### config.mk
export PLATFORM = sky130hd
export DESIGN_NAME = uart_tx_arbiter
export DESIGN_NICKNAME = d
export VERILOG_FILES = /design/src/rtl/uart_tx_arbiter.sv
export SDC_FILE = /design/constraint.sdc
export NUM_CORES = 1
export LEC_CHECK = 0
export ABC_AREA = 0
export BUFFER_PORTS_ARGS = -buffer_cell sky130_fd_sc_hd__buf_2
export CORE_AREA = 2 2 116 73
export DETAILED_ROUTE_END_ITERATION = 10
export DIE_AREA = 0 0 118 75
export GPL_TIMING_DRIVEN = 0
export PLACE_DENSITY = 0.5
export SYNTH_ARGS = -nofsm -noshare
export SYNTH_HDL_FRONTEND = slang
export SYNTH_SLANG_ARGS = --single-unit
### constraint.sdc
create_clock -name clk -period 3.6 [get_ports clk]
set_input_delay 0.18 -clock clk [delete_from_list [all_inputs] [get_ports clk]]
set_output_delay 0.18 -clock clk [all_outputs]
set_load 0.02 [all_outputs]
### src/rtl/uart_tx_arbiter.sv
// uart_tx_arbiter
//   Several requesters share one UART transmit line. In IDLE a round-robin
//   arbiter picks one requester with a valid byte, the byte is captured, and
//   an 8N1 frame (start, 8 data bits LSB first, stop) is sent. Each bit lasts
//   CLKS_PER_BIT clock cycles.
//
// Ports
//   clk        : clock, all state updates on its rising edge
//   rst        : asynchronous active-high reset
//   req_valid  : [NREQ-1:0] requester i offers a byte
//   req_data   : [8*NREQ-1:0] byte of requester i on bits [8i+7:8i]
//   req_ready  : [NREQ-1:0] one-hot acceptance, combinational, only in IDLE
//   uart_tx_o  : registered serial line, idle high
//   busy       : high while a frame is on the line
//   grant_id   : [2:0] requester of the current or most recent frame
//   tx_done    : one-cycle pulse in the last stop-bit cycle
module uart_tx_arbiter #(
    parameter int CLKS_PER_BIT = 868,
    parameter int NREQ         = 3
) (
    input  logic                clk,
    input  logic                rst,
    input  logic [NREQ-1:0]     req_valid,
    input  logic [8*NREQ-1:0]   req_data,
    output logic [NREQ-1:0]     req_ready,
    output logic                uart_tx_o,
    output logic                busy,
    output logic [2:0]          grant_id,
    output logic                tx_done
);

    localparam int              CNT_W     = $clog2(CLKS_PER_BIT);
    localparam logic [CNT_W-1:0] CNT_LAST = CNT_W'(CLKS_PER_BIT - 1);
    localparam logic [2:0]      LAST_INIT = 3'(NREQ - 1);

    typedef enum logic [1:0] {
        IDLE  = 2'd0,
        START = 2'd1,
        DATA  = 2'd2,
        STOP  = 2'd3
    } state_t;

    state_t           state_q, state_d;
    logic [CNT_W-1:0] cnt_q, cnt_d;
    logic [2:0]       bit_q, bit_d;
    logic [7:0]       shreg_q, shreg_d;
    logic             tx_q, tx_d;
    logic             busy_q, busy_d;
    logic             done_q, done_d;
    logic [2:0]       grant_q, grant_d;
    logic [2:0]       last_grant_q, last_grant_d;

    logic             win_found;
    logic [2:0]       win_idx;
    logic [7:0]       win_data;
    logic             accept;

    // Round-robin search starting just after the last accepted requester.
    always_comb begin
        int idx;
        idx       = 0;
        win_found = 1'b0;
        win_idx   = 3'd0;
        for (int k = 1; k <= NREQ; k++) begin
            idx = int'(last_grant_q) + k;
            if (idx >= NREQ) begin
                idx = idx - NREQ;
            end else begin
                idx = idx;
            end
            if (!win_found && req_valid[idx]) begin
                win_found = 1'b1;
                win_idx   = 3'(idx);
            end else begin
                win_found = win_found;
            end
        end
    end

    // One-hot ready for the winner; gated by rst so reset forces it to zero.
    always_comb begin
        req_ready = '0;
        win_data  = 8'h00;
        for (int i = 0; i < NREQ; i++) begin
            if (win_idx == 3'(i)) begin
                req_ready[i] = !rst && (state_q == IDLE) && win_found;
                win_data     = req_data[8*i +: 8];
            end else begin
                req_ready[i] = 1'b0;
            end
        end
    end

    assign accept = |req_ready;

    // Frame sequencer: next state, baud/bit counters, shifter and line level.
    always_comb begin
        state_d      = state_q;
        cnt_d        = cnt_q;
        bit_d        = bit_q;
        shreg_d      = shreg_q;
        tx_d         = tx_q;
        grant_d      = grant_q;
        last_grant_d = last_grant_q;
        case (state_q)
            IDLE: begin
                tx_d  = 1'b1;
                cnt_d = '0;
                bit_d = 3'd0;
                if (accept) begin
                    state_d      = START;
                    shreg_d      = win_data;
                    grant_d      = win_idx;
                    last_grant_d = win_idx;
                    tx_d         = 1'b0;
                end else begin
                    state_d = IDLE;
                end
            end
            START: begin
                if (cnt_q == CNT_LAST) begin
                    cnt_d   = '0;
                    state_d = DATA;
                    tx_d    = shreg_q[0];
                end else begin
                    cnt_d = cnt_q + CNT_W'(1);
                end
            end
            DATA: begin
                if (cnt_q == CNT_LAST) begin
                    cnt_d = '0;
                    if (bit_q == 3'd7) begin
                        state_d = STOP;
                        bit_d   = 3'd0;
                        tx_d    = 1'b1;
                    end else begin
                        // Shifter keeps the bit on the line at position 0.
                        bit_d   = bit_q + 3'd1;
                        shreg_d = {1'b0, shreg_q[7:1]};
                        tx_d    = shreg_q[1];
                    end
                end else begin
                    cnt_d = cnt_q + CNT_W'(1);
                end
            end
            STOP: begin
                if (cnt_q == CNT_LAST) begin
                    cnt_d   = '0;
                    state_d = IDLE;
                    tx_d    = 1'b1;
                end else begin
                    cnt_d = cnt_q + CNT_W'(1);
                end
            end
            default: begin
                state_d = IDLE;
                cnt_d   = '0;
                bit_d   = 3'd0;
                tx_d    = 1'b1;
            end
        endcase
        // Status outputs are registered, so derive them from the next state.
        busy_d = (state_d != IDLE);
        done_d = (state_d == STOP) && (cnt_d == CNT_LAST);
    end

    // State register; reset forces the line high immediately.
    always_ff @(posedge clk or posedge rst) begin
        if (rst) begin
            state_q      <= IDLE;
            cnt_q        <= '0;
            bit_q        <= 3'd0;
            shreg_q      <= 8'h00;
            tx_q         <= 1'b1;
            busy_q       <= 1'b0;
            done_q       <= 1'b0;
            grant_q      <= 3'd0;
            last_grant_q <= LAST_INIT;
        end else begin
            state_q      <= state_d;
            cnt_q        <= cnt_d;
            bit_q        <= bit_d;
            shreg_q      <= shreg_d;
            tx_q         <= tx_d;
            busy_q       <= busy_d;
            done_q       <= done_d;
            grant_q      <= grant_d;
            last_grant_q <= last_grant_d;
        end
    end

    assign uart_tx_o = tx_q;
    assign busy      = busy_q;
    assign grant_id  = grant_q;
    assign tx_done   = done_q;

endmodule

==> impl_metrics.csv, run 1 <==
group,metric,value,unit
floorplanning,core_area,7730,um^2
routing,drt_iter0_markers,138,
logic_synthesis,yosysMostFrequentCell,"dfrtp_1",
floorplanning,row_count,25,
worst_setup_path,endpoint_kind,"primary output",
logic_synthesis,synth_top_family_by_area,"compound AO/OA/AOI/OAI gates",
logic_synthesis,synth_async_sr_flop_share,100,%
clock_network,clock_path_buffers,2,
run,cap_violations,0,
sta,clock_skew,0.00389,ns
logic_synthesis,yosys-top-cells-area,"dfrtp_1 (31%), ha_1 (5.5%), mux2_4 (4.6%)",
hold_path,hp-class,"in -> async",
power,sequentialPowerShare,41.3,%
logic_synthesis,yosysTopAreaCell,"dfrtp_1",
place,place_congestion,0.920,
floorplanning,dieArea,8850,um^2
logic_synthesis,synth_seq_cells,30,
sta,hold_viol_final,0,
power,power.density,285,nW/um^2
worst_setup_path,startpoint_type,"register",
power,switching_share,21.9,%
routing,drt_first_pass_iters,4,
floorplanning,initial_utilization,29.6,%
logic_synthesis,netlist_area,2290,um^2
power,ir_drop,0.134,mV
logic_synthesis,netlist_top_cells_count,"dfrtp_1 (28), nor2_1 (23), nand2_1 (21), o21ai_0 (16), nor3_1 (12)",
sta,setup_viol,0,
logic_synthesis,synthSimpleGateAreaFrac,21.3,%
sta,period_share,97.3,%
logic_synthesis,yosysUniqueCellTypes,61,
worst_setup_path,crit_type,"reg -> out",
logic_synthesis,synth_ff_type,"dfrtp_1",
global_routing,grtUsageTotal,14.6,%
clock_network,clock-sinks,30,
sta,setup_slack,0.0972,ns
floorplanning,io_pins,38,
power,combPwrFrac,9.5,%
final_layout,nFillCells,793,
clock_network,ctsHoldBuffers,0,
logic_synthesis,synthXorXnorAreaFrac,4.92,%
logic_synthesis,ys_warn_count,0,
clock_network,htree_levels,2,
worst_setup_path,worstReg2RegStart,"last_grant_q[1]",
place,place_ws,0.0149,ns
final_layout,ff_latch_area,754,um^2
logic_synthesis,synth_area_per_cell,9.04,um^2
final_layout,multiInputGateArea,1530,um^2
logic_synthesis,seq_area_frac_synth,32.9,%
logic_synthesis,synthMuxAreaShare,5.96,%
logic_synthesis,synthAdderAreaFrac,5.47,%
worst_setup_path,critPathArrivalTime,3.32,ns
power,clkPwrFrac,49.2,%
worst_setup_path,cp_max_fo,10,
clock_network,clock_latency,0.27,ns
sta,rsz0062_at_grt,"yes",
clock_network,numCtsBuffers,5,
final_layout,areaGrowthSynthToFinish,25.8,%
global_routing,antenna_found_initial,0,
routing,detail-route-antenna-nets,0,
routing,routed_wl,6140,um
global_routing,grt_pass1_wl,10200,um
final_layout,nets,338,
global_routing,grt_max_degree,31,
sta,fmax,0.285,GHz
logic_synthesis,syn_inst,253,
floorplanning,dieHeight,75,um
floorplanning,die_x,118,um
logic_synthesis,synth_nets,292,
place,place_area,2600,um^2
clock_network,cts_tree,"done",
power,p_int,0.000640,W
final_layout,n_antenna_cell,0,
routing,drc,0,
final_layout,fin_area,2880,um^2
place,io_buffers,36,
routing,routedWlPerCell,15.1,um
worst_setup_path,cp-startpoint,"last_grant_q[1]",
worst_setup_path,required,3.42,ns
place,hpwl,4570,um
final_layout,final_cells,407,
clock_network,cts_root_buffer,"clkbuf_16",
clock_network,clkTransAtPathRegs,0.05,ns
routing,vias,2069,
sta,relSlewSlack,24.5,%
place,place_inst,397,
routing,viasPerCell,5.08,
global_routing,grt_pass1_vias,1950,
final_layout,final_layout_size_suffix_gt1_share,29.4,%
sta,worstMarginPinSlew,1.13,ns
global_routing,grt-ovfl-total,0,
power,p_sw,0.000179,W
logic_synthesis,synth_top_area_share,30.6,%
sta,slew_viol_final,0,
status,run_status,"finished clean",
power,p_leak,1.22,nW
logic_synthesis,synth_edf_count,0,
logic_synthesis,synth-compound-area-share,24.9,%
sta,finalCriticalPeriod,3.50,ns
[area by class of cell]
class                      instances  area share [%]
sequential                        30            26.2
multi-input combinational        200            53.2
clock buffer                       7            4.96
buffer                            13            2.35
tap                              108            4.70
inverter                          10            1.39
timing repair buffer              39            7.13
[placed cells by master (no fill, tap or decap), drive strengths merged, types with 9 or more instances in the layout]
master	instances
buf	44
nor2	24
inv	10
o211ai	9
nand3	10
nand2	22
ha	10
nor3	12
clkbuf	15
a21oi	9
o21ai	18
dfrtp	28
[layer usage]
metal	wire length, um	up-vias	GRT usage, %
met2	2340	75	20.2
met4	81	0	3.75
met3	477	9	4.32
met1	3240	955	22.1
met5	0	-	0
li1	-	1030	-
[critical path, stage by stage (launching register included)]
cell and delay, ns:
dfstp_2 0.57, inv_1 0.11, ha_1 0.29, buf_2 0.19
and2_2 0.26, o221ai_2 0.25, a21oi_2 0.10, buf_4 0.16
or4_1 0.50, buf_2 0.19, a21oi_2 0.23, buf_4 0.19
[registers in the layout (all words and copies together), names as in the netlist]
signal and cells:
busy 1, shreg_q 8, cnt_q 10, state_q 2
uart_tx_o 1, last_grant_q 1, bit_q 3, grant_id 3
tx_done 1
[kinds of logic (layout without fill, tap and decap cells)]
family | Yosys count | in the layout
compound gates | 73 | 73
buf+inv | 23 | 69
simple gates | 95 | 95
flops | 30 | 30
fa+ha+maj | 10 | 10
xor+xnor | 12 | 12
mux | 10 | 10
[power groups by stage]
stage,combinational [W],sequential [W],clock (W)
global route,0.0000868,0.000338,0.000427
finish,0.0000777,0.000338,0.000403
CTS,0.0000749,0.000338,0.000414
detailed placement,0.0000711,0.000343,0
floorplan,0.0000410,0.000343,0
global placement,0.0000715,0.000343,0
[final timing paths]
check / end / slack (ns) / depth (start not counted)
max reg2reg: shreg_q[3] / 0.25 / 12
max: req_ready[1] / 0.1 / 11
min: cnt_q[6] / 0.24 / 2
max in group asynchronous: grant_id[0] / 2.61 / 2
min reg2reg: bit_q[2] / 0.49 / 2
min in group clk: shreg_q[7] / 0.27 / 3
[timing repair]
item | 4_1_cts | 5_1_grt
pin swaps | 1 | 1
buffers inserted | 1 | 2
resized for setup | 7 | 17
setup endpoints to repair | 3 | 10
[stage by stage]
| step | total power, W | util (%) | hold slack, ns | TNS (ns) |
|---|---|---|---|---|
| final | 0.000819 | 37.2 | 0.238 | 0 |
| after global routing | 0.000852 | 37.2 | 0.291 | -0.0240 |
| after CTS | 0.000827 | 36.1 | 0.262 | 0 |
| after detailed placement | 0.000414 | 33.7 | 0.480 | 0 |
| after global placement | 0.000415 | 33.7 | 0.481 | -0.0159 |
| after floorplan | 0.000384 | - | 0.269 | 0 |
(Power assumes the default switching activity.)
==> run 2, diff against run 1 <==
- RECOVER_POWER: not set -> 100
==> run 2 against run 1 <==
  * First-iteration DRC count is 1.4% lower
  * Critical endpoint unchanged
  * Power decreased by 0.14%
  * Register-to-register slack barely moved
  * Non-clock buffer count unchanged
  * Utilization fell by 0.081 points
  * Flip-flop and latch count unchanged
  * Fmax about the same
  * Combinational power about the same
  * Clock power about the same
  * Cell area down 0.22%
==> impl_metrics.csv, run 2 (same netlist as run 1, synthesis figures left out) <==
group,metric,value,unit
worst_setup_path,r2r_cells,12,
worst_setup_path,critPathArrivalTime,3.32,ns
final_layout,nFillCells,794,
floorplanning,die_x,118,um
run,cap_violations,0,
routing,top_layer_used,"met4",
worst_setup_path,cp_max_fo,10,
sta,rsz0062_at_grt,"yes",
routing,vias,2063,
worst_setup_path,crit_end,"req_ready[1]",
routing,drt_iter0_markers,136,
worst_setup_path,required,3.42,ns
final_layout,largest_reg_flops,10,
routing,wl_met1,3250,um
final_layout,n_antenna_cell,0,
sta,worstMarginPinSlew,1.13,ns
global_routing,antenna_found_initial,0,
routing,drc,0,
clock_network,numCtsBuffers,5,
final_layout,largest-register,"cnt_q",
sta,slew_viol_final,0,
final_layout,nets,338,
global_routing,grt_pass1_wl,10200,um
final_layout,reg_top3,"cnt_q (10), shreg_q (8)",
sta,relSlewSlack,24.8,%
clock_network,cts_tree,"done",
final_layout,ff_latch_area,754,um^2
routing,wl_met2,2330,um
routing,viasPerCell,5.07,
worst_setup_path,cp-startpoint,"last_grant_q[1]",
sta,clock_skew,0.00279,ns
clock_network,clock-sinks,30,
place,io_buffers,36,
floorplanning,initial_utilization,29.6,%
final_layout,fin_area,2870,um^2
routing,routedWlPerCell,15.1,um
global_routing,grt_pass1_vias,1950,
floorplanning,dieHeight,75,um
sta,setup_viol,0,
floorplanning,core_area,7730,um^2
sta,period_share,97.3,%
hold_path,hp-class,"in -> async",
final_layout,final_layout_size_suffix_gt1_share,27.8,%
place,place_congestion,0.920,
clock_network,clkTransAtPathRegs,0.05,ns
worst_setup_path,worstReg2RegStart,"last_grant_q[1]",
routing,wl_met3,466,um
sta,hold_viol_final,0,
clock_network,ctsHoldBuffers,0,
final_layout,multiInputGateArea,1530,um^2
sta,fmax,0.285,GHz
power,p_leak,1.21,nW
worst_setup_path,regToRegSetupSlack,0.25,ns
place,hpwl,4570,um
routing,routed_wl,6130,um
final_layout,areaGrowthSynthToFinish,25.5,%
clock_network,clock_latency,0.27,ns
clock_network,clock_path_buffers,2,
worst_setup_path,startpoint_type,"register",
global_routing,grt_max_degree,31,
global_routing,grtUsageTotal,14.6,%
status,run_status,"finished clean",
worst_setup_path,reg2reg_to,"shreg_q[3]",
final_layout,layout_common_cells,"buf_2 (32), dfrtp_1 (27), nor2_1 (23)",
power,ir_drop,0.134,mV
sta,finalCriticalPeriod,3.50,ns
global_routing,grt-ovfl-total,0,
worst_setup_path,endpoint_kind,"primary output",
clock_network,cts_root_buffer,"clkbuf_16",
floorplanning,io_pins,38,
routing,detail-route-antenna-nets,0,
floorplanning,dieArea,8850,um^2
power,power.density,285,nW/um^2
worst_setup_path,crit_type,"reg -> out",
final_layout,final_common_cell,"buf_2",
floorplanning,row_count,25,
place,place_area,2600,um^2
clock_network,htree_levels,2,
sta,fin_setup_tns,0,ns
routing,drt_first_pass_iters,4,
sta,whs,0.245,ns
run 2: how the worst min path moves through the flow:
| stage | startpoint | end | slack [ns] | depth (start not counted) |
|---|---|---|---|---|
| after floorplan | rst | bit_q[0] | 0.27 | 1 |
| after global placement | bit_q[2] | bit_q[2] | 0.48 | 2 |
| after detailed placement | bit_q[2] | bit_q[2] | 0.48 | 2 |
| after CTS | req_data[15] | shreg_q[7] | 0.26 | 3 |
| after global routing | req_data[15] | shreg_q[7] | 0.29 | 3 |
| final | rst | cnt_q[6] | 0.24 | 2 |
run 2: stage by stage:
step / utilization (%) / worst slack (ns) / total power [W] / instances
2_1_floorplan: - / 0.493 / 0.000384 / 253
3_3_place_gp: 33.7 / -0.00488 / 0.000415 / 397
3_5_place_dp: 33.7 / 0.0149 / 0.000414 / 397
4_1_cts: 36.1 / 0.00493 / 0.000827 / 405
5_1_grt: 37.1 / -0.0240 / 0.000852 / 407
6_report: 37.1 / 0.0973 / 0.000818 / 407
run 2: repair_timing:
| action | CTS | global route |
|---|---|---|
| gates resized for setup | 7 | 17 |
| pin swaps | 1 | 1 |
| endpoints found under the setup margin | 3 | 10 |
| setup buffers | 1 | 2 |
run 2: power by group:
group	internal, W	switching (W)
clock	0.000270	0.000132
combinational	0.0000314	0.0000462
sequential	0.000338	0
total	0.000640	0.000178
run 2: critical path, cell delays in order (launching register included):
cell and delay, ns:
dfstp_2 0.57, inv_1 0.11, ha_1 0.29, buf_2 0.19, and2_2 0.26, o221ai_2 0.25, a21oi_2 0.11, buf_4 0.16
or4_1 0.50, buf_2 0.19, a21oi_2 0.23, buf_4 0.19
run 2: layout make-up:
cell class                 count  area share [%]
clock buffer                   7            4.97
tap                          108            4.71
sequential                    30            26.3
timing repair buffer          39            6.93
inverter                      10            1.39
buffer                        13            2.35
multi-input combinational    200            53.4
run 2: layer usage:
metal | up-vias | GRT usage (%)
li1 | 1031 | -
met1 | 949 | 22.1
met2 | 74 | 20.2
met3 | 9 | 4.32
met4 | 0 | 3.75
met5 | - | 0
==> run 3, diff against run 2 <==
- CAP_MARGIN: not set -> 15
- CORE_AREA: 2 2 116 73 -> 2 2 98 62
- DIE_AREA: 0 0 118 75 -> 0 0 100 64
- PLACE_DENSITY: 0.5 -> 0.65
==> run 3 against run 2 <==
  * Clock skew rose by 0.0046 ns
  * Global-route usage up 4.2 points
  * First-iteration DRC count up 62%
  * Flip-flop and latch count stayed put
  * Final cell count decreased by 9.3%
  * Register-to-register slack worse by 0.07 ns
  * Die area shrank 28%
  * Routed wire length fell by 3.6%
  * Clock power is 39% lower
  * Fmax down 1.5%
  * Critical path type unchanged
  * Critical endpoint unchanged
  * Highest routed layer unchanged
==> impl_metrics.csv, run 3 (same netlist as run 1, synthesis figures left out) <==
group,metric,value,unit
global_routing,grt_pass1_wl,9490,um
final_layout,ff_latch_area,753,um^2
sta,clock_skew,0.00737,ns
routing,drc,0,
sta,setup_slack,0.0433,ns
final_layout,final_cells,369,
sta,rsz0062_at_grt,"yes",
worst_setup_path,endpoint_kind,"primary output",
worst_setup_path,crit_type,"reg -> out",
final_layout,largest-register,"cnt_q",
final_layout,multiInputGateArea,1510,um^2
global_routing,grt_max_degree,31,
final_layout,layout_common_cells,"buf_2 (32), dfrtp_1 (28), nor2_1 (23)",
worst_setup_path,crit_end,"req_ready[1]",
final_layout,largest_reg_flops,10,
floorplanning,core_area,5470,um^2
clock_network,cts_root_buffer,"clkbuf_8",
floorplanning,io_pins,38,
hold_path,hp-class,"in -> reg",
worst_setup_path,cp_slowest_cell,"dfstp_2",
sta,hold_viol_final,0,
worst_setup_path,worstReg2RegStart,"last_grant_q[1]",
worst_setup_path,crit_chain,"inv_1, ha_1, buf_2, and2_2, o221ai_2, a21oi_4, buf_4, or4_1, buf_2, a21oi_2, buf_2",
floorplanning,initial_utilization,41.8,%
routing,detail-route-antenna-nets,0,
worst_setup_path,slowest_delay,0.60,ns
final_layout,nets,339,
clock_network,numCtsBuffers,5,
floorplanning,die_x,100,um
final_layout,n_antenna_cell,0,
place,hpwl,4340,um
power,power.density,242,nW/um^2
place,place_congestion,0.968,
worst_setup_path,critPathArrivalTime,3.38,ns
place,place_inst,358,
sta,relSlewSlack,15.9,%
routing,drt_iter0_markers,220,
sta,setup_viol,0,
clock_network,clock_latency,0.28,ns
clock_network,cts_tree,"done",
worst_setup_path,cp_max_fo,10,
sta,finalCriticalPeriod,3.56,ns
worst_setup_path,regToRegSetupSlack,0.18,ns
final_layout,final_layout_size_suffix_gt1_share,26.3,%
sta,fmax,0.281,GHz
sta,period_share,98.8,%
sta,worstMarginPinSlew,1.26,ns
sta,slew_viol_final,0,
run,cap_violations,0,
clock_network,clock_path_buffers,2,
worst_setup_path,cpMostUsedCell,"buf_2",
place,io_buffers,36,
final_layout,nFillCells,534,
status,run_status,"finished clean",
worst_setup_path,r2r_cells,12,
worst_setup_path,reg2reg_to,"shreg_q[0]",
global_routing,antenna_found_initial,0,
clock_network,htree_levels,2,
routing,routedWlPerCell,16.0,um
routing,vias,2132,
worst_setup_path,startpoint_type,"register",
power,ir_drop,0.142,mV
clock_network,clock-sinks,30,
final_layout,reg_top3,"cnt_q (10), shreg_q (8)",
global_routing,grt_pass1_vias,1884,
floorplanning,row_count,21,
worst_setup_path,cp-startpoint,"last_grant_q[1]",
routing,routed_wl,5920,um
floorplanning,dieArea,6400,um^2
floorplanning,dieHeight,64,um
clock_network,clkTransAtPathRegs,0.06,ns
routing,viasPerCell,5.78,
global_routing,grtUsageTotal,18.8,%
worst_setup_path,required,3.42,ns
routing,drt_first_pass_iters,5,
global_routing,grt-ovfl-total,0,
final_layout,areaGrowthSynthToFinish,19.4,%
place,place_ws,0.0359,ns
final_layout,final_common_cell,"buf_2",
power,p_leak,1.18,nW
==> run 3: layout make-up <==
cell class	instances	share of cell area, %
Timing Repair Buffer	40	7.38
Sequential cell	30	27.6
Inverter	10	1.47
Multi-Input combinational cell	200	55.2
Clock inverter	2	0.366
Tap cell	69	3.16
Buffer	13	2.34
Clock buffer	5	2.52
==> run 3: timing repair <==
action | 4_1_cts | 5_1_grt
cloned | 0 | 0
gates resized for setup | 3 | 14
setup endpoints to repair | 2 | 11
hold buffers | 0 | 1
buffers inserted | 0 | 2
hold endpoints to repair | 0 | 6
pin swaps | 1 | 3
==> run 3: how the worst min path moves through the flow <==
stage	startpoint	to	slack [ns]	depth (start not counted)
final	req_data[15]	shreg_q[7]	0.27	3
after global routing	req_data[7]	shreg_q[7]	0.28	3
after CTS	req_data[15]	shreg_q[7]	0.25	3
after detailed placement	grant_id[1]	grant_id[1]	0.50	1
after global placement	bit_q[2]	bit_q[2]	0.48	2
after floorplan	rst	bit_q[0]	0.27	1
==> run 3: metrics by stage <==
| step | utilization, % | total power, W | TNS (ns) | cell area (um^2) | hold slack, ns |
|---|---|---|---|---|---|
| after global placement | 46.7 | 0.000413 | -0.190 | 2550 | 0.482 |
| after detailed placement | 46.7 | 0.000413 | 0 | 2550 | 0.495 |
| final | 50.0 | 0.000662 | 0 | 2730 | 0.268 |
| after CTS | 48.4 | 0.000663 | 0 | 2650 | 0.252 |
| after global routing | 50.0 | 0.000695 | -0.110 | 2730 | 0.279 |
| after floorplan | - | 0.000384 | 0 | 2290 | 0.269 |
==> run 3: layer usage <==
| metal | wire length, um | share of wire [%] | up-vias | track usage, % |
|---|---|---|---|---|
| li1 | - | - | 1035 | - |
| met1 | 3040 | 51 | 996 | 30.6 |
| met2 | 2330 | 39 | 94 | 24.9 |
| met3 | 491 | 8.3 | 7 | 4.60 |
| met4 | 50 | 0.85 | 0 | 3.08 |
| met5 | 0 | 0 | - | 0 |
==> run 3: report_power, final <==
group / leakage [nW] / total [W] / internal (W) / switching (W)
clock: 0.0438 / 0.000247 / 0.000129 / 0.000118
sequential: 0.346 / 0.000337 / 0.000337 / 0
combinational: 0.791 / 0.0000779 / 0.0000323 / 0.0000456
==> run 3: critical path, delay by kind of cell, from the launching register on <==
family / cells / cell delay [ns]
and+or+nand+nor: 2 / 0.75
buffers and inverters: 5 / 0.85
DFF: 1 / 0.60
adders and majority gates: 1 / 0.28
AOI/OAI and AO/OA: 3 / 0.62
